--- src/rtl/pocket_i2s_pkg.sv ---
// pocket_i2s_pkg: shared constants and the sample-to-slot transform for the Pocket I2S transmitter
package pocket_i2s_pkg;
    localparam int SLOT_BITS  = 32;
    localparam int FRAME_BITS = 64;
    localparam int FORMAT_I2S = 0;
    localparam int FORMAT_LJ  = 1;

    function automatic logic [SLOT_BITS-1:0] to_slot(
        input logic [SLOT_BITS-1:0] sample,
        input int                   bits,
        input logic                 is_signed
    );
        logic [SLOT_BITS-1:0] v;
        v = sample ^ (is_signed ? '0 : SLOT_BITS'(1) << (bits - 1));
        return v << (SLOT_BITS - bits);
    endfunction
endpackage

--- src/rtl/pocket_audio_fifo.sv ---
// pocket_audio_fifo: synchronous FIFO with first-word-fall-through read and occupancy count
module pocket_audio_fifo #(
    parameter int WIDTH = 32,
    parameter int DEPTH = 8
) (
    input  logic                   iCLK,
    input  logic                   iRST_N,
    input  logic                   push,
    input  logic                   pop,
    input  logic [WIDTH-1:0]       din,
    output logic [WIDTH-1:0]       dout,
    output logic                   full,
    output logic                   empty,
    output logic [$clog2(DEPTH):0] level
);
    localparam int AW = $clog2(DEPTH);
    localparam logic [AW:0] DEPTH_L = DEPTH[AW:0];

    logic [WIDTH-1:0] mem [DEPTH];
    logic [AW-1:0] wr_ptr, rd_ptr;
    logic do_push, do_pop;

    assign full    = level == DEPTH_L;
    assign empty   = level == '0;
    assign do_push = push && !full;
    assign do_pop  = pop && !empty;
    assign dout    = mem[rd_ptr];

    always_ff @(posedge iCLK) begin
        if (!iRST_N) begin
            wr_ptr <= '0;
            rd_ptr <= '0;
            level  <= '0;
        end else begin
            if (do_push) wr_ptr <= wr_ptr + 1'b1;
            if (do_pop) rd_ptr <= rd_ptr + 1'b1;
            level <= level + {{AW{1'b0}}, do_push} - {{AW{1'b0}}, do_pop};
        end
    end

    always_ff @(posedge iCLK) if (do_push) mem[wr_ptr] <= din;
endmodule

--- src/rtl/pocket_i2s_fifo_tx.sv ---
// pocket_i2s_fifo_tx: flow-controlled I2S/left-justified transmitter with fractional MCLK generation
module pocket_i2s_fifo_tx
    import pocket_i2s_pkg::*;
#(
    parameter int SAMPLE_BITS   = 16,
    parameter int STEREO        = 1,
    parameter int SIGNED        = 1,
    parameter int FORMAT        = FORMAT_I2S,
    parameter int FIFO_DEPTH    = 8,
    parameter int UNDERRUN_ZERO = 0,
    parameter int CLK_HZ        = 74250000,
    parameter int MCLK_HZ       = 12288000
) (
    input  logic                        iCLK,
    input  logic                        iRST_N,
    input  logic [SAMPLE_BITS-1:0]      iSAMPLE_L,
    input  logic [SAMPLE_BITS-1:0]      iSAMPLE_R,
    input  logic                        iVALID,
    output logic                        oREADY,
    output logic [$clog2(FIFO_DEPTH):0] oLEVEL,
    output logic                        oUNDERRUN,
    output logic                        oI2S_MCLK,
    output logic                        oI2S_SCLK,
    output logic                        oI2S_LRCK,
    output logic                        oI2S_DAT
);
    localparam logic [31:0] INC = 32'(2 * MCLK_HZ);
    localparam logic [31:0] THR = 32'(CLK_HZ);

    logic [31:0] acc;
    logic [1:0] div;
    logic [5:0] bcnt, bcnt_nxt;
    logic [FRAME_BITS-1:0] frame, last, fresh, nxt_frame;
    logic [SLOT_BITS-1:0] slot_l, slot_r;
    logic [2*SAMPLE_BITS-1:0] fifo_dout;
    logic ready_en, full, empty, mclk_tog, sclk_fall, load;

    assign mclk_tog  = acc >= THR;
    assign sclk_fall = mclk_tog && !oI2S_MCLK && div == 2'd3;
    assign load      = sclk_fall && bcnt == 6'd63;
    assign bcnt_nxt  = bcnt + 1'b1;
    assign oREADY    = ready_en && !full;
    assign oI2S_SCLK = div[1];

    pocket_audio_fifo #(
        .WIDTH(2 * SAMPLE_BITS),
        .DEPTH(FIFO_DEPTH)
    ) u_fifo (
        .iCLK  (iCLK),
        .iRST_N(iRST_N),
        .push  (iVALID && oREADY),
        .pop   (load),
        .din   ({iSAMPLE_L, iSAMPLE_R}),
        .dout  (fifo_dout),
        .full  (full),
        .empty (empty),
        .level (oLEVEL)
    );

    assign slot_l = to_slot(SLOT_BITS'(fifo_dout[2*SAMPLE_BITS-1:SAMPLE_BITS]), SAMPLE_BITS, SIGNED != 0);
    assign slot_r = STEREO != 0 ? to_slot(SLOT_BITS'(fifo_dout[SAMPLE_BITS-1:0]), SAMPLE_BITS, SIGNED != 0) : slot_l;
    assign fresh = empty ? (UNDERRUN_ZERO != 0 ? '0 : last) : {slot_l, slot_r};
    assign nxt_frame = load ? fresh : frame << 1;

    // I2S takes DAT from the pre-shift MSB, giving the one-SCLK lag behind LRCK
    always_ff @(posedge iCLK) begin
        if (!iRST_N) begin
            acc       <= '0;
            div       <= '0;
            bcnt      <= '0;
            frame     <= '0;
            last      <= '0;
            ready_en  <= 1'b0;
            oUNDERRUN <= 1'b0;
            oI2S_MCLK <= 1'b0;
            oI2S_LRCK <= 1'b0;
            oI2S_DAT  <= 1'b0;
        end else begin
            ready_en  <= 1'b1;
            acc       <= mclk_tog ? acc + INC - THR : acc + INC;
            oUNDERRUN <= load && empty;
            if (mclk_tog) oI2S_MCLK <= !oI2S_MCLK;
            if (mclk_tog && !oI2S_MCLK) div <= div + 1'b1;
            if (sclk_fall) begin
                bcnt      <= bcnt_nxt;
                frame     <= nxt_frame;
                oI2S_LRCK <= bcnt_nxt[5];
                oI2S_DAT  <= FORMAT == FORMAT_LJ ? nxt_frame[FRAME_BITS-1] : frame[FRAME_BITS-1];
            end
            if (load && !empty) last <= fresh;
        end
    end
endmodule
--- config.mk ---
export PLATFORM = sky130hd
export DESIGN_NAME = pocket_i2s_fifo_tx
export DESIGN_NICKNAME = d
export VERILOG_FILES = /design/src/rtl/pocket_i2s_pkg.sv /design/src/rtl/pocket_audio_fifo.sv /design/src/rtl/pocket_i2s_fifo_tx.sv
export SDC_FILE = /design/constraint.sdc
export NUM_CORES = 1
export LEC_CHECK = 0
export ABC_AREA = 1
export BUFFER_PORTS_ARGS = -buffer_cell sky130_fd_sc_hd__buf_2
export CAP_MARGIN = 25
export CORE_MARGIN = 10
export CORE_UTILIZATION = 35
export CTS_CLUSTER_DIAMETER = 200
export CTS_CLUSTER_SIZE = 25
export DETAILED_ROUTE_END_ITERATION = 10
export SYNTH_ARGS = -nofsm -noshare
export SYNTH_HDL_FRONTEND = slang
export SYNTH_SLANG_ARGS = --single-unit
--- constraint.sdc ---
create_clock -name iCLK -period 6.6 [get_ports iCLK]
set_clock_uncertainty 0.15 [all_clocks]
set_input_delay 0.33 -clock iCLK [delete_from_list [all_inputs] [get_ports iCLK]]
set_output_delay 0.33 -clock iCLK [all_outputs]
set_load 0.005 [all_outputs]
==> metrics.md <==
| Metric | Value |
|---|---|
| Outcome | complete, no violations |
| GRT Total Usage | 12.7% |
| Reg2Reg Setup Slack | 2880 ps |
| Sequential power share | about 54% |
| Post-Route WL | between 40000 and 50000 microns |
| Htree depth | 1 |
| Worst R2R Start | u_fifo.level[2] |
| Ys async rst share | 0% |
| Clock Power Share | 24.6% |
| Sequential area share after synthesis | 60.6% |
| Top delay family on crit path | buffers and inverters |
| Initial core utilization | 35.4% |
| Gr ovfl total | 0 |
| Fin crit share | between 50 and 60% |
| Cts hold-fix bufs | 33 |
| Comb power frac | 21.7% |
| Worst Path Arrival | 3980 ps |
| Post-synthesis instance total | 2066 |
| Root Driver | clkbuf_16 |
| Top achievable clock speed | 269 MHz |
| Post-synthesis cell type count | 39 |
| Fin Hold WS | 37.2 ps |
| Placeable core area | 0.0527 sq mm |
| Hold Vio Cnt, Final | 0 |
| Synthesized net count | 2118 |
| CTS Buf Count | 21 |
| Synthesis-to-layout area growth | 9.60% |
| Switch Pwr | ~0.0018 W |
| # DRC | 0 |
| Starting DRC count in detailed routing | 1011 |
| Largest net degree at the start of global routing | 105 |
| Switching share of total power | 30.6% |
| GR peak layer | met2 |
| Startpoint types | flip-flop |
| # IOs | 45 |
| Dpl hpwl | 23500 microns |
| Sink Count | 437 |
| CTS tree | built |
| Syn Area/Cell | 9.03 sq um |
| Antenna viol nets, final | 0 |
| Routing usage on met1 | 15.7% |
| Post-synth EDFFs | 256 |
| CP endpoint kind | flip-flop |
| Most frequent cells in the layout | nand2_1 (374), nor2_1 (343), edfxtp_1 (256) |
| Yosys top cell by area | edfxtp_1 |
| Post-Route Setup TNS | 0 ps |
| Setup Viol. Count Final | 0 |
| Antenna violations before repair | 0 |
| Pre-CTS WS | ~2800 ps |
| Leak | approximately 7.8 nW |
| Drt first pass iters | 6 |
| Vias | 13559 |
| Clock latency at the later pin of the worst-skew pair | 550 ps |
| Ratio of cells with drive above 1 in the final layout | 6.57% |
| Crit path kind | flip-flop to flip-flop |
| Post-layout min period | 3720 ps |
| Row cnt | 84 |
| Max-slew violation count | 0 |
| Worst hold endpoint | acc[27] |
| RD Place Congestion | 0.781 |
| Internal power | 0.00402 W |
| Clk buf depth | 3 |
| CP most frequent cell | ha_1 |
| Nets | 2126 |
| Number of global-route vias before repair | 12908 |
| Die footprint | approximately 0.063 sq mm |
| Die X | ~250 microns |
| GRT met2 Usage | roughly 23% |
| Critical path fanouts, max | 73 |
| Most common cell after layout, fill and taps aside | nand2_1 |
| Post-layout util | 38.8% |
| Worst Path Buf+Inv | 4 |
| P per Cell Area | between 200 and 300 mW/mm^2 |
| Synth top area cells | edfxtp_1 (41%), dfxtp_1 (19%), nand2_1 (7.5%) |
| Final WS setup | 2880 ps |
| Max rail drop VDD | 0.225 mV |
| Tot Pwr | 0.00580 W |
| R2r worst-path depth | 12 |
| Top FF cell, synth | edfxtp_1 |
| Maxcap violations | 0 |
| Worst slew pin tran | ~1000 ps |
| First-pass GRT wire length | 67400 microns |
| Post-CTS setup buffer count | 0 |
| Slew margin rel. | approximately a third |
| Required time worst endpoint | 6860 ps |
| Drt wl/cell | 14.9 microns |
| Vias/cell | 4.89 |
| Clock transition at path regs | 100 ps |
| Post-Syn Area | roughly 0.019 sq mm |
| Ant diodes | 0 |
| Area share of the largest cell type after synthesis | between 40 and 50% |
| RR Endpoint | u_fifo.level[2] |
| Critical-path top delay cell | clkinv_1 |
| RSZ-0062 raised after global routing | false |
| Ys Warns | 0 |
| CTS-repair resized insts | 0 |
| Met3 Use GR | 1.51% |
| Synthesis-stage register bit count | 437 |
| PortBufs | 44 |
| Hold_sp | iRST_N |
| Hold depth | 4 |
| Worst path max stage delay | 890 ps |
| Die Y | roughly 250 microns |
| CP cell instances | inv_1 -> ha_1 -> nand2_2 -> buf_4 -> clkinv_1 -> nor2_4 -> ha_1 -> inv_1 -> ha_1 -> fa_1 -> xnor2_1 -> nor2_1 |
| Min-Delay Path Class | input port to flip-flop |
[cell type report]
class	instances	area, sq um
multi-input combinational	1353	6330
inverter	163	613
sequential	437	11300
tap	688	861
clock buffer	33	571
fill	5162	32200
clock inverter	1	16.3
timing repair buffer	98	741
[registers in the layout, indices dropped and copies added (netlist names), named ones only]
register and cells:
u_fifo.wr_ptr 3, acc 28, u_fifo.mem 256, u_fifo.rd_ptr 3
oI2S_MCLK 1, ready_en 1, u_fifo.level 4, oI2S_DAT 1
bcnt 5, div 2, oI2S_LRCK 1, oUNDERRUN 1
last 64, frame 64
[metrics by stage]
step	area, sq um	instances
2_1_floorplan	18700	2066
3_3_place_gp	19500	2705
3_5_place_dp	19500	2705
4_1_cts	20400	2772
5_1_grt	20400	2773
6_report	20400	2773
[worst register-to-register path, cell delays in order, from the launching register on]
cell and delay [ps]:
dfxtp_1 340, inv_1 80, ha_1 220, nand2_2 60, buf_4 500, clkinv_1 910, nor2_4 320, ha_1 150
inv_1 40, ha_1 200, fa_1 380, xnor2_1 170, nor2_1 60
[power by group through the flow]
stage	logic (W)	clock network [W]	registers [W]
final	0.00126	0.00143	0.00311
after floorplan	0.000953	0	0.00315
after global routing	0.00145	0.00159	0.00313
after detailed placement	0.00124	0	0.00317
after global placement	0.00121	0	0.00317
after CTS	0.00126	0.00149	0.00311
[synthesized netlist by cell type, types with 2 or more instances]
cell,n
a21oi_1,142
a31oi_1,6
and3_1,3
buf_1,14
buf_2,28
buf_4,3
clkbuf_1,67
clkinv_1,3
dfxtp_1,181
edfxtp_1,256
ha_1,16
inv_1,157
inv_2,3
nand2_1,375
nand3_1,56
nand3_4,2
nand4_1,10
nor2_1,351
nor2_2,2
nor3_1,47
nor3b_1,2
o211ai_1,16
o21a_1,13
o21ai_0,221
o21ai_1,18
o22ai_1,34
or2_2,26
xnor2_1,3
[logic make-up (layout without fill, tap and decap cells)]
| group | count (synthesis) | count (layout) | share of synthesized area (%) |
|---|---|---|---|
| adder cells (fa/ha/maj) | 17 | 17 | 1.18 |
| flip-flops | 437 | 437 | 60.6 |
| AND/OR/NAND/NOR | 877 | 877 | 19.2 |
| buffers and inverters | 276 | 295 | 5.81 |
| AO/OA/AOI/OAI | 455 | 455 | 13.0 |
| XOR/XNOR | 4 | 4 | 0.188 |
[worst max path at each step]
stage / from / cells past startpoint / endpoint
6_report: u_fifo.level[2] / 12 / u_fifo.level[2]
5_1_grt: u_fifo.level[2] / 13 / u_fifo.level[3]
4_1_cts: u_fifo.level[2] / 12 / u_fifo.level[2]
3_5_place_dp: u_fifo.level[2] / 12 / u_fifo.level[2]
3_3_place_gp: u_fifo.level[2] / 12 / u_fifo.level[1]
2_1_floorplan: u_fifo.level[2] / 7 / u_fifo.mem[0][0]
[metal layers]
metal	share of wire, %	vias up
met5	0	-
li1	-	6912
met2	50	211
met4	1.7	0
met1	45	6396
met3	3.7	40
Note: power is estimated with default switching activity, not from simulation.
